### config.mk
export PLATFORM = sky130hd
export DESIGN_NAME = branch_ctrl_flat
export DESIGN_NICKNAME = d
export VERILOG_FILES = /design/src/rtl/branch_pkg.sv /design/src/rtl/branch_ctrl_if.sv /design/src/rtl/branch_ctrl_cmp.sv /design/src/rtl/branch_ctrl.sv /design/src/flat_wrapper.sv
export SDC_FILE = /design/constraint.sdc
export NUM_CORES = 1
export LEC_CHECK = 0
export CORE_MARGIN = 2
export CORE_UTILIZATION = 46
export CTS_CLUSTER_SIZE = 20
export DETAILED_ROUTE_END_ITERATION = 8
export GPL_TIMING_DRIVEN = 1
export PLACE_DENSITY = 0.78
export RECOVER_POWER = 50
export SYNTH_ARGS = -nofsm -noshare
export SYNTH_HDL_FRONTEND = slang
export SYNTH_SLANG_ARGS = --single-unit
### constraint.sdc
create_clock -name clk -period 2.3 [get_ports clk]
set_input_delay 0.23 -clock clk [delete_from_list [all_inputs] [get_ports clk]]
set_output_delay 0.23 -clock clk [all_outputs]
set_load 0.1 [all_outputs]
### src/rtl/branch_pkg.sv
// Shared encodings for the ID-stage branch resolution controller.
package branch_pkg;

    // Comparator select encodings; 3'b110 and 3'b111 are reserved and resolve not-taken.
    localparam logic [2:0] BR_BEQ  = 3'b000;
    localparam logic [2:0] BR_BNE  = 3'b001;
    localparam logic [2:0] BR_BLEZ = 3'b010;
    localparam logic [2:0] BR_BGTZ = 3'b011;
    localparam logic [2:0] BR_BLTZ = 3'b100;
    localparam logic [2:0] BR_BGEZ = 3'b101;

    // Controller states.
    typedef enum logic [1:0] {
        S_IDLE = 2'd0,
        S_WAIT = 2'd1,
        S_EVAL = 2'd2
    } br_state_t;

endpackage

### src/rtl/branch_ctrl_if.sv
// Decode-side bundle between the ID stage and the branch controller.
interface branch_ctrl_if #(
    parameter int WIDTH = 32,
    parameter int CNT_W = 16
);
    logic             br_valid;
    logic [2:0]       br_type;
    logic [WIDTH-1:0] rs_val;
    logic [WIDTH-1:0] rt_val;
    logic             rs_ready;
    logic             rt_ready;
    logic [WIDTH-1:0] pc_plus4;
    logic [15:0]      imm16;
    logic             kill;
    logic             stall_id;
    logic             resolve_valid;
    logic             br_taken;
    logic [WIDTH-1:0] br_target;
    logic             flush_if;
    logic [CNT_W-1:0] stall_cnt;

    // Decode stage side: presents branches, observes stall and resolve.
    modport master (
        output br_valid, br_type, rs_val, rt_val, rs_ready, rt_ready,
               pc_plus4, imm16, kill,
        input  stall_id, resolve_valid, br_taken, br_target, flush_if, stall_cnt
    );

    // Controller side.
    modport slave (
        input  br_valid, br_type, rs_val, rt_val, rs_ready, rt_ready,
               pc_plus4, imm16, kill,
        output stall_id, resolve_valid, br_taken, br_target, flush_if, stall_cnt
    );
endinterface

### src/rtl/branch_ctrl_cmp.sv
// Branch comparator: equality tests use both operands, zero tests use signed A only.
module branch_ctrl_cmp
    import branch_pkg::*;
#(
    parameter int WIDTH = 32
) (
    input  logic [WIDTH-1:0] A,
    input  logic [WIDTH-1:0] B,
    input  logic [2:0]       s,
    output logic             out
);

    // Select the branch condition; reserved selects fall through to not-taken.
    always_comb begin
        out = 1'b0;
        case (s)
            BR_BEQ:  out = (A == B);
            BR_BNE:  out = (A != B);
            BR_BLEZ: out = ($signed(A) <= 0);
            BR_BGTZ: out = ($signed(A) > 0);
            BR_BLTZ: out = A[WIDTH-1];
            BR_BGEZ: out = ~A[WIDTH-1];
            default: out = 1'b0;
        endcase
    end

endmodule

### src/rtl/branch_ctrl.sv
// ID-stage branch resolution controller: waits for forwarded operands, evaluates
// through one comparator, and emits a single-cycle resolve/flush pulse.
//
//   state  | meaning
//   IDLE   | no branch held; accepts a new one when decode presents it
//   WAIT   | branch seen, at least one operand not final yet
//   EVAL   | operands latched, comparator result captured at the next edge
module branch_ctrl
    import branch_pkg::*;
#(
    parameter int WIDTH = 32,
    parameter int CNT_W = 16
) (
    input logic         clk,
    input logic         reset,
    branch_ctrl_if.slave bus
);

    br_state_t        r_state;
    logic [WIDTH-1:0] r_rs;
    logic [WIDTH-1:0] r_rt;
    logic [2:0]       r_type;
    logic [WIDTH-1:0] r_target;
    logic             r_resolve_valid;
    logic             r_br_taken;
    logic [WIDTH-1:0] r_br_target;
    logic             r_flush_if;
    logic [CNT_W-1:0] r_stall_cnt;

    logic             w_ready;
    logic             w_stall_id;
    logic [WIDTH-1:0] w_offset;
    logic [WIDTH-1:0] w_target;
    logic             w_cmp_out;

    // Word offset sign-extended and scaled to bytes; the add wraps at 2^WIDTH.
    assign w_offset   = {{(WIDTH-18){bus.imm16[15]}}, bus.imm16, 2'b00};
    assign w_target   = bus.pc_plus4 + w_offset;
    assign w_ready    = bus.rs_ready & bus.rt_ready;
    assign w_stall_id = ((r_state == S_IDLE) & bus.br_valid) |
                        (r_state == S_WAIT) | (r_state == S_EVAL);

    // Only the latched operands reach the comparator.
    branch_ctrl_cmp #(.WIDTH(WIDTH)) u_cmp (
        .A   (r_rs),
        .B   (r_rt),
        .s   (r_type),
        .out (w_cmp_out)
    );

    // Sequencing FSM with operand latches and registered resolve outputs.
    always_ff @(posedge clk) begin
        if (reset) begin
            r_state         <= S_IDLE;
            r_rs            <= '0;
            r_rt            <= '0;
            r_type          <= '0;
            r_target        <= '0;
            r_resolve_valid <= 1'b0;
            r_br_taken      <= 1'b0;
            r_br_target     <= '0;
            r_flush_if      <= 1'b0;
        end else begin
            r_resolve_valid <= 1'b0;
            r_flush_if      <= 1'b0;
            if (bus.kill) begin
                r_state <= S_IDLE;
            end else begin
                case (r_state)
                    S_IDLE, S_WAIT: begin
                        if ((r_state == S_WAIT) || bus.br_valid) begin
                            if (w_ready) begin
                                r_rs     <= bus.rs_val;
                                r_rt     <= bus.rt_val;
                                r_type   <= bus.br_type;
                                r_target <= w_target;
                                r_state  <= S_EVAL;
                            end else begin
                                r_state  <= S_WAIT;
                            end
                        end
                    end
                    S_EVAL: begin
                        r_br_taken      <= w_cmp_out;
                        r_br_target     <= r_target;
                        r_resolve_valid <= 1'b1;
                        r_flush_if      <= w_cmp_out;
                        r_state         <= S_IDLE;
                    end
                    default: r_state <= S_IDLE;
                endcase
            end
        end
    end

    // Saturating count of stalled decode cycles; kill deliberately leaves it alone.
    always_ff @(posedge clk) begin
        if (reset) begin
            r_stall_cnt <= '0;
        end else if (w_stall_id && (r_stall_cnt != {CNT_W{1'b1}})) begin
            r_stall_cnt <= r_stall_cnt + CNT_W'(1);
        end
    end

    assign bus.stall_id      = w_stall_id;
    assign bus.resolve_valid = r_resolve_valid;
    assign bus.br_taken      = r_br_taken;
    assign bus.br_target     = r_br_target;
    assign bus.flush_if      = r_flush_if;
    assign bus.stall_cnt     = r_stall_cnt;

endmodule

### src/flat_wrapper.sv
// flat-port wrapper written by rule: the top's interface ports become plain ports
module branch_ctrl_flat import branch_pkg::*;
#(
    parameter int WIDTH = 32,
    parameter int CNT_W = 16
)
  (clk, reset, bus_br_valid, bus_br_type, bus_rs_val, bus_rt_val, bus_rs_ready, bus_rt_ready, bus_pc_plus4, bus_imm16, bus_kill, bus_stall_id, bus_resolve_valid, bus_br_taken, bus_br_target, bus_flush_if, bus_stall_cnt);
  branch_ctrl_if #(.WIDTH(WIDTH), .CNT_W(CNT_W)) bus_i ();
  input logic clk;
  input logic reset;
  input wire logic [$bits(bus_i.br_valid)-1:0] bus_br_valid;
  input wire logic [$bits(bus_i.br_type)-1:0] bus_br_type;
  input wire logic [$bits(bus_i.rs_val)-1:0] bus_rs_val;
  input wire logic [$bits(bus_i.rt_val)-1:0] bus_rt_val;
  input wire logic [$bits(bus_i.rs_ready)-1:0] bus_rs_ready;
  input wire logic [$bits(bus_i.rt_ready)-1:0] bus_rt_ready;
  input wire logic [$bits(bus_i.pc_plus4)-1:0] bus_pc_plus4;
  input wire logic [$bits(bus_i.imm16)-1:0] bus_imm16;
  input wire logic [$bits(bus_i.kill)-1:0] bus_kill;
  output wire logic [$bits(bus_i.stall_id)-1:0] bus_stall_id;
  output wire logic [$bits(bus_i.resolve_valid)-1:0] bus_resolve_valid;
  output wire logic [$bits(bus_i.br_taken)-1:0] bus_br_taken;
  output wire logic [$bits(bus_i.br_target)-1:0] bus_br_target;
  output wire logic [$bits(bus_i.flush_if)-1:0] bus_flush_if;
  output wire logic [$bits(bus_i.stall_cnt)-1:0] bus_stall_cnt;
  assign bus_i.br_valid = bus_br_valid;
  assign bus_i.br_type = bus_br_type;
  assign bus_i.rs_val = bus_rs_val;
  assign bus_i.rt_val = bus_rt_val;
  assign bus_i.rs_ready = bus_rs_ready;
  assign bus_i.rt_ready = bus_rt_ready;
  assign bus_i.pc_plus4 = bus_pc_plus4;
  assign bus_i.imm16 = bus_imm16;
  assign bus_i.kill = bus_kill;
  assign bus_stall_id = bus_i.stall_id;
  assign bus_resolve_valid = bus_i.resolve_valid;
  assign bus_br_taken = bus_i.br_taken;
  assign bus_br_target = bus_i.br_target;
  assign bus_flush_if = bus_i.flush_if;
  assign bus_stall_cnt = bus_i.stall_cnt;
  branch_ctrl #(.WIDTH(WIDTH), .CNT_W(CNT_W)) u_core (.clk(clk), .reset(reset), .bus(bus_i));
endmodule
* Word-level counts from Yosys, hierarchy flattened *
Cells that the tools add are included.

operators by class
  reduce and logical (&&, ||, !) cells = 10
  equal/unequal tests = 10
  multiply operators = 0
  mux-type cells = 3
  div/mod/pow operators = 0
  shifts and indexed selects = 0
  bitwise operators = 8
  add/subtract/negate cells = 2
  magnitude comparators = 2

operators with widths
  cell                     count
  $add A32 B32 Y32         1
  $eq A32 B32 Y1           1
  $gt A32 B1 Y1 const B    1
  $le A32 B1 Y1 const B    1
  $ne A32 B32 Y1           1
  $add A16 B1 Y16 const B  1
  $ne A16 B16 Y1 const B   1
  $eq A3 B2 Y1 const B     2
  $eq A3 B3 Y1 const B     2
  $pmux W1 S6              1
  $reduce_or A3 Y1         2
  $not A1 Y1               4
  $reduce_and A4 Y1        1
  $reduce_or A2 Y1         2
  $eq A3 B1 Y1 const B     1
  $logic_not A3 Y1         1
  $and A1 B1 Y1            2
  $eq A2 B1 Y1 const B     1
  $eq A2 B2 Y1 const B     1
  $logic_not A2 Y1         1
  $mux W2                  1
  $or A1 B1 Y1             2
  $reduce_and A2 Y1        1
  $logic_and A1 B1 Y1      1
  2 further kinds          2

storage, ports and cells
  input bits = 121
  bits in read-only memories = 0
  bits in writable memories = 0
  memories = 0
  register bits = 152
  latch bits = 0

* Depth between registers and ports, before layout *
Gate-level depths: netlist of the first run.

  depth after elaboration = 5
  depth in mapped cells = 9
  gate-level depth less buffers = 9

* Cells and area by module *
From an unflattened synthesis of the first run, not the netlist that was laid out.

unflattened totals
  cells, all modules = 882
  area, all modules = 7,387.1 µm²

modules (own cells, without submodules)
  module           sequential area each (µm²)  area an instance (µm²)  times used  cells each
  branch_ctrl      3,042.9                     6,856.6                 1           815
  branch_ctrl_cmp  0.0                         530.5                   1           67

* Worst setup path before layout of the first run *
OpenSTA, ideal clock, no wires.

  path kind = register -> register
  start point = reg u_core.r_state[1]
  end point = reg u_core.r_stall_cnt[11] (netlist: u_core.bus.stall_cnt[11])
  arrival = 3,108 ps
  data required time = 2,230 ps
  cell stages (with the launch flop) = 7
  library setup time = 70 ps
  setup slack = -879 ps
  path buffers = 0
  cell sequence = dfxtp_1 > nor3_1 > a21oi_1 > o41a_4 > nand4_1 > or3_1 > a21oi_1

between the ends
  longest elaborated chain between the ends = 5
  elaborated cells on any way between the ends = 7
  classes of those cells = eq/ne (2); bitwise (3); reduce/logical (2)

ends and longest elaborated chain
  what                     RTL line            source
  start, declared          branch_ctrl.sv:19   br_state_t r_state;
  start signal, assigned   branch_ctrl.sv:54   r_state <= S_IDLE;
  start signal, assigned   branch_ctrl.sv:67   r_state <= S_IDLE;
  start signal, assigned   branch_ctrl.sv:77   r_state <= S_EVAL;
  $logic_not A2 Y1         branch_ctrl.sv:40   assign w_stall_id = ((r_state == S_IDLE) & bus.br_valid) |
  $and A1 B1 Y1            branch_ctrl.sv:40
  $or A1 B1 Y1             branch_ctrl.sv:40
  $or A1 B1 Y1 (*)         branch_ctrl.sv:41   (r_state == S_WAIT) | (r_state == S_EVAL);
  named net bus_stall_id   flat_wrapper.sv:20  output wire logic [$bits(bus_i.stall_id)-1:0] bus_stall_id;
  $logic_and A1 B1 Y1 (*)  branch_ctrl.sv:100  end else if (w_stall_id && (r_stall_cnt != {CNT_W{1'b1}})) begin
  end signal, assigned     branch_ctrl.sv:101  r_stall_cnt <= r_stall_cnt + CNT_W'(1);
  end, declared            branch_ctrl.sv:28   logic [CNT_W-1:0] r_stall_cnt;

Mark *: on every way through the listed nets, which the timed path passes. The rest lies on a longest branch.
A chain may end at the register's enable or synchronous reset.

* Worst setup path after layout of the first run *
  start point = in bus_imm16[8]
  end point = reg u_core.r_target[29]

between the ends
  longest elaborated chain between the ends = 1

ends and longest elaborated chain
  what                  RTL line            source
  start, declared       flat_wrapper.sv:18  input wire logic [$bits(bus_i.imm16)-1:0] bus_imm16;
  $add A32 B32 Y32      branch_ctrl.sv:38   assign w_target = bus.pc_plus4 + w_offset;
  end signal, assigned  branch_ctrl.sv:76   r_target <= w_target;
  end, declared         branch_ctrl.sv:23   logic [WIDTH-1:0] r_target;

No other way between the ends.

==> results of run 1 <==
state kept, by name, summed over array words and instances, names as in the netlist:
name,count
u_core.bus.br_target,32
u_core.r_rs,32
u_core.r_rt,32
u_core.r_target,32
u_core.bus.stall_cnt,16
u_core.r_type,3
u_core.r_state,2
u_core.bus.br_taken,1
u_core.bus.flush_if,1
u_core.bus.resolve_valid,1
power groups by stage:
stage,Sequential [mW],Combinational [mW],Clock [mW]
after global placement,2.78,1.15,0
after CTS,2.72,1.17,2.63
after global routing,2.73,1.29,2.73
after detailed placement,2.78,1.16,0
final,2.73,1.19,2.58
after floorplan,2.81,0.548,0
area by class of cell:
cell class | count | area [sq um] | area share (%)
Tap cell | 216 | 270 | 2.62
Timing Repair Buffer | 268 | 2150 | 20.8
Clock inverter | 15 | 116 | 1.13
Sequential cell | 152 | 3070 | 29.7
Inverter | 17 | 63.8 | 0.619
Clock buffer | 17 | 425 | 4.12
Multi-Input combinational cell | 749 | 4230 | 41.0
cells in the final DEF, fill, tap and decap left out, drive strengths merged, types with 24 or more instances in the layout:
cell type / Yosys / layout
buf: 3 / 94
ha: 30 / 30
xor2: 43 / 43
nand2: 260 / 260
inv: 17 / 24
a21oi: 157 / 157
clkbuf: 50 / 72
dfxtp: 152 / 152
o21ai: 30 / 30
nand3: 25 / 25
nor2: 44 / 44
clkdlybuf4s50: 0 / 116
worst reg2reg max path, cell delays in order, from the launching register on:
cell      delay, ns
dfxtp_1        0.35
xor2_1         0.17
nor4_1         0.48
nand4_1        0.16
o21ai_0        0.34
o211ai_1       0.14
and3_1         0.22
a31o_2         0.21
synthesized netlist by cell type (all sizes together) (10+ instances only):
cell / n
a21oi: 157
clkbuf: 50
nor2: 44
nor3: 11
inv: 17
nand3: 25
ha: 30
nor4: 17
xnor2: 15
xor2: 43
nand4: 17
and3: 10
o21ai: 30
nand2: 260
dfxtp: 152
routing by layer:
layer | track usage, % | part of all wire, % | vias to the layer above
li1 | - | - | 3826
met1 | 33.4 | 45 | 3604
met2 | 40.7 | 47 | 289
met3 | 4.24 | 6.6 | 32
met4 | 8.27 | 2.0 | 0
met5 | 0 | 0 | -
path summary, 6_finish.rpt:
kind	endpoint
worst min register to register	u_core.r_target[16]$_SDFFE_PP0P_
worst min-delay path	u_core.r_type[1]$_SDFFE_PP0P_
worst max register to register	u_core.bus.br_taken$_SDFFE_PP0P_
worst max-delay path	u_core.r_target[29]$_SDFFE_PP0P_
repair_timing:
action / 4_1_cts / 5_1_grt
gates cloned: 0 / 0
endpoints found under the setup margin: 6 / 9
pin swaps: 1 / 7
buffers inserted: 0 / 2
resized for setup: 3 / 10
logic make-up after synthesis:
logic type                 count (synthesis)
buffers and inverters                     70
muxes                                      4
and+or+nand+nor                          411
DFF                                      152
xor gates and xnor gates                  58
AOI/OAI and AO/OA                        245
adders and majority gates                 31
per-stage QoR:
| stage | area [sq um] | TNS (ns) | hold slack [ns] | std cells |
|---|---|---|---|---|
| 2_1_floorplan | 7510 | 0 | 0.310 | 971 |
| 5_1_grt | 10300 | -0.166 | 0.211 | 1434 |
| 4_1_cts | 10500 | 0 | 0.196 | 1432 |
| 6_report | 10300 | 0 | 0.222 | 1434 |
| 3_3_place_gp | 9920 | -5.40 | 0.436 | 1400 |
| 3_5_place_dp | 9920 | -6.08 | 0.445 | 1400 |
==> results.py, run 1 <==
metrics = {
    "hold_path": {
        "whs_path_depth": 2,
        "worstHoldPathType": "primary input to flip-flop",
        "min-delay-start": "reset",
    },
    "logic_synthesis": {
        "muxShareOfSynthArea_pct": 0.536,
        "synthTopCellsByArea": "dfxtp_1 41%, nand2_1 13%, a21oi_1 11%",
        "synth_seq_cells": 152,
        "synth_xor_area_share_pct": 6.80,
        "synth_cell_type_count": 55,
        "synth_compound_area_share_pct": 19.0,
        "synth_warnings": 0,
        "synth_nets": 1123,
        "synth_top_family_by_area": "simple AND/OR/NAND/NOR gates",
        "avgSynthCellArea_sq_um": 7.69,
        "synth_edf_count": 0,
        "async_reset_ff_share_pct": 0,
        "syn_inst": 971,
        "synthesis.area_sq_um": 7470,
        "synthSimpleGateAreaFrac_pct": 23.9,
        "synthFlopType": "dfxtp_1",
        "ys_seq_area_share_pct": 40.8,
        "synth.top_cell.area_share_pct": 40.8,
        "synth_top_area_cell": "dfxtp_1",
        "synthAdderAreaFrac_pct": 5.30,
    },
    "timing": {
        "tightest_slew_ns": 1.25,
        "finalMaxSlewViolations": 0,
        "max_freq_mhz": 443,
        "fin_skew_ns": 0.0131,
        "max_slew_margin_pct": 17.0,
        "final_hold_viol_count": 0,
        "period_needed_ns": 2.26,
        "finalCritPeriodShare_pct": 98.1,
        "fin_ws_ns": 0.0447,
        "setup_viol": 0,
    },
    "critical_path": {
        "cp_max_fo": 5,
        "crit_cells": 9,
        "cp.required_ns": 2.61,
        "crit_family": "compound AO/OA/AOI/OAI gates",
        "r2r-start": "u_core.r_rs[25]$_SDFFE_PP0P_",
        "crit_chain": "clkdlybuf4s50_1 > ha_1 > nand4_1 > nor2_1 > o211a_1 > o211ai_1 > a211oi_2 > or3_1 > a32o_1",
        "cp-start-kind": "primary input",
        "slowest_stage": "clkdlybuf4s50_1",
        "slowest_delay_ns": 0.41,
        "worst_setup_path_end_kind": "flip-flop",
        "crit_type": "primary input to flip-flop",
        "worstPathBufferInverterCount": 1,
        "r2r_slack_ns": 0.14,
        "arrival_ns": 2.57,
        "reg2regPathDepth": 7,
        "critPathLaunch": "bus_imm16[8]",
    },
    "grt": {
        "grt_first_pass_wirelength_mm": 35.4,
        "gr-usage-all-layers_pct": 24.9,
        "grt_max_degree": 66,
        "grt_pass1_vias": 7335,
        "grt_remaining_overflow": 0,
        "antenna_found_initial": 0,
    },
    "finish": {
        "area_growth_pct": 38.2,
        "fill_cells": 1437,
        "layout-drive-gt1-share_pct": 13.1,
        "nets": 1357,
        "antenna_cells": 0,
        "final_core_util_pct": 64.9,
    },
    "clocking": {
        "clk-insertion-delay-late_ns": 0.42,
        "clockRootBuffer": "clkbuf_16",
        "cts_hold_buf": 0,
        "htreeDepth": 4,
        "clock-sinks": 152,
        "cts_tree": "done",
        "clk_path_buf_depth": 2,
        "clk_pin_slew_ns": 0.06,
        "cts_made_buffers": 17,
    },
    "pwr": {
        "finalPower_mw": 6.49,
        "p_clk_share_pct": 39.7,
        "netSwitchingFraction_pct": 27.9,
        "p_sw_mw": 1.81,
        "power_leakage_nw": 4.08,
        "combPwrFrac_pct": 18.3,
        "p_int_mw": 4.68,
        "max-vdd-ir-drop_v": 0.000526,
        "power_density_nw_per_um2": 629,
        "p_seq_share_pct": 42.0,
    },
    "placement": {
        "routabilityCongestion": 0.894,
        "preCtsSetupSlack_ns": -0.486,
        "numPortBuffers": 172,
        "hpwl_mm": 15.9,
    },
    "floorplan": {
        "io_pins": 173,
        "die_area_sq_um": 17300,
        "rows": 46,
        "core_area_sq_um": 15900,
        "die_w_um": 131,
        "start_util_pct": 47.0,
        "fp.dieH_um": 131,
    },
    "drt": {
        "vias": 7751,
        "wl_mm": 21.5,
        "drc_errors": 0,
        "drtPass1Iterations": 7,
        "antenna_left": 0,
        "via_per_inst": 5.41,
        "wire_per_inst_um": 15.0,
        "drt-initial-drc-count": 566,
    },
    "outcome": {
        "run_status": "complete, no violations",
    },
    "run": {
        "cap_violations": 0,
    },
}
Power figures use the tool's default switching activity.
==> inputs of run 2 (changes only) <==
--- a/config.mk
+++ b/config.mk
@@ -5,6 +5,7 @@
 export SDC_FILE = /design/constraint.sdc
 export NUM_CORES = 1
 export LEC_CHECK = 0
+export ABC_CLOCK_PERIOD_IN_PS = 1910
 export CORE_MARGIN = 2
 export CORE_UTILIZATION = 46
 export CTS_CLUSTER_SIZE = 20
==> constraint.sdc (replaced) <==
create_clock -name clk -period 1.91 [get_ports clk]
set_input_delay 0.191 -clock clk [delete_from_list [all_inputs] [get_ports clk]]
set_output_delay 0.191 -clock clk [all_outputs]
set_load 0.1 [all_outputs]
==> run 2 against run 1 <==
- the flow now finishes with violations (negative setup slack)
- flip-flop and latch count unchanged
- critical path depth unchanged
- critical path type unchanged
- worst setup slack worse by 0.055 ns
- via count up 5.1%
- first-iteration DRC count down 11%
- sequential power up 20%
- final area up 9.5%
==> results.py, run 2 (synthesized netlist as in run 1, its figures left out) <==
metrics = {
    "grt": {
        "grt_max_degree": 69,
        "grt_pass1_vias": 7794,
        "grt_remaining_overflow": 0,
        "gr-usage-all-layers_pct": 26.5,
        "grt_first_pass_wirelength_mm": 37.5,
        "antenna_found_initial": 0,
    },
    "hold_path": {
        "min-delay-start": "reset",
        "worstHoldPathType": "primary input to flip-flop",
    },
    "critical_path": {
        "crit_chain": "dlygate4sd2_1 > ha_4 > o211ai_1 > o211ai_1 > nand4_1 > nand2_2 > a41oi_2 > or4_1 > nand3_1",
        "worst_setup_path_end_kind": "flip-flop",
        "slowest_stage": "o211ai_1",
        "crit_top_cell": "o211ai_1",
        "r2r-start": "u_core.r_rt[19]$_SDFFE_PP0P_",
        "worstPathBufferInverterCount": 1,
        "cp-start-kind": "primary input",
        "crit_family": "simple AND/OR/NAND/NOR gates",
        "slowest_delay_ns": 0.43,
        "crit_type": "primary input to flip-flop",
        "cp_max_fo": 4,
        "critPathLaunch": "bus_pc_plus4[7]",
        "arrival_ns": 2.29,
        "cp.required_ns": 2.28,
    },
    "finish": {
        "final_cell_mix": "257 x nand2_1, 138 x a21oi_1, 133 x dfxtp_1, 132 x buf_4, 85 x clkdlybuf4s50_1",
        "area_growth_pct": 51.3,
        "nets": 1404,
        "layout_commonest_cell": "nand2_1",
        "fin_cells": 1481,
        "antenna_cells": 0,
        "layout-drive-gt1-share_pct": 27.4,
    },
    "clocking": {
        "clk-insertion-delay-late_ns": 0.43,
        "clk_pin_slew_ns": 0.07,
        "htreeDepth": 4,
        "clock-sinks": 152,
        "cts_made_buffers": 17,
        "clockRootBuffer": "clkbuf_16",
        "clk_path_buf_depth": 2,
        "cts_tree": "done",
    },
    "timing": {
        "tightest_slew_ns": 0.787,
        "finalMaxSlewViolations": 0,
        "fin_skew_ns": 0.0105,
        "period_needed_ns": 1.92,
        "fin_ws_ns": -0.0104,
        "finalCritPeriodShare_pct": 101,
        "rsz0062_at_grt": "true",
        "max_freq_mhz": 521,
        "final_hold_viol_count": 0,
        "max_slew_margin_pct": 47.5,
        "setup_viol": 1,
    },
    "placement": {
        "hpwl_mm": 16.4,
        "numPortBuffers": 172,
        "dpl.cell_count": 1426,
        "routabilityCongestion": 0.920,
    },
    "drt": {
        "drtPass1Iterations": 5,
        "drt-initial-drc-count": 503,
        "vias": 8144,
        "via_per_inst": 5.50,
        "wire_per_inst_um": 16.1,
        "antenna_left": 0,
        "wl_mm": 23.9,
        "drc_errors": 0,
    },
    "pwr": {
        "finalPower_mw": 8.42,
        "power_density_nw_per_um2": 745,
        "max-vdd-ir-drop_v": 0.000694,
        "power_leakage_nw": 4.61,
    },
    "floorplan": {
        "start_util_pct": 47.0,
        "die_area_sq_um": 17300,
        "core_area_sq_um": 15900,
        "io_pins": 173,
        "die_w_um": 131,
        "fp.dieH_um": 131,
        "rows": 46,
    },
    "run": {
        "cap_violations": 0,
    },
    "outcome": {
        "run_status": "finished with violations",
        "violations": "negative setup slack",
    },
}
[run 2: cell types whose count changed in the layout (fill, tap and decap cells not counted), moves of 8 or more]
| cell | change |
|---|---|
| clkdlybuf4s50_1 | -31 |
| clkbuf_2 | +67 |
| buf_4 | +41 |
| dfxtp_4 | +8 |
| a21oi_2 | +11 |
| ha_1 | -23 |
| a21oi_1 | -16 |
| dlygate4sd2_1 | +11 |
| clkbuf_1 | -53 |
| o21ai_0 | -14 |
| ha_4 | +23 |
| o21ai_1 | +12 |
[run 2: metrics by stage]
stage | instance area [sq um] | hold WS, ns | utilization, % | setup WS (ns) | setup TNS, ns
after floorplan | 7770 | 0.271 | - | -0.194 | -1.53
after global placement | 10400 | 0.439 | 65.7 | -0.758 | -12.32
after detailed placement | 10400 | 0.447 | 65.7 | -0.809 | -13.72
after CTS | 11300 | 0.0634 | 70.9 | 0.00181 | 0
after global routing | 11300 | 0.0824 | 71.1 | -0.104 | -0.891
final | 11300 | 0.0842 | 71.1 | -0.0104 | -0.0104
[run 2: power by group]
group	total (mW)	switching, mW	leakage, nW	internal (mW)
Sequential	3.28	0.0541	1.24	3.22
Clock	3.42	1.50	0.296	1.93
Combinational	1.72	0.831	3.07	0.886
[run 2: path summary, 6_finish.rpt]
check	endpoint	slack [ns]	cells after the start
setup / recovery	u_core.r_target[26]$_SDFFE_PP0P_	-0.01	9
hold reg to reg	u_core.bus.br_target[20]$_SDFFE_PP0P_	0.45	2
hold / removal	u_core.bus.br_target[20]$_SDFFE_PP0P_	0.08	2
setup reg to reg	u_core.bus.br_taken$_SDFFE_PP0P_	0.01	8
[run 2: cell type report]
cell class / instances / area, sq um
multi-input cells: 749 / 4760
fillers: 1246 / 4590
flip-flops and latches: 152 / 3090
repair buffers: 315 / 2510
clock buffers: 18 / 450
well taps: 216 / 270
clock inverters: 14 / 154
inverters: 17 / 63.8
[run 2: what timing repair did]
action	4_1_cts	5_1_grt
endpoints found under the setup margin	18	25
pin swaps	38	55
gates resized for setup	65	77
hold buffers	0	0
buffers inserted	10	15
[run 2: metal layers]
layer  track usage [%]  vias to the layer above  wire length [um]
li1                  -                     3919                 -
met4              9.12                        0               511
met3              5.36                       53              1620
met1              32.9                     3825             10000
met2              45.7                      347             11700
met5                 0                        -                 0
[run 2: worst reg2reg max path: cells and delay by family, from the launching register on]
family,cells,cell delay [ns]
AND/OR/NAND/NOR,3,0.61
AO/OA/AOI/OAI,3,0.52
flip-flops,1,0.33
buffers and inverters,1,0.18
XOR/XNOR,1,0.16
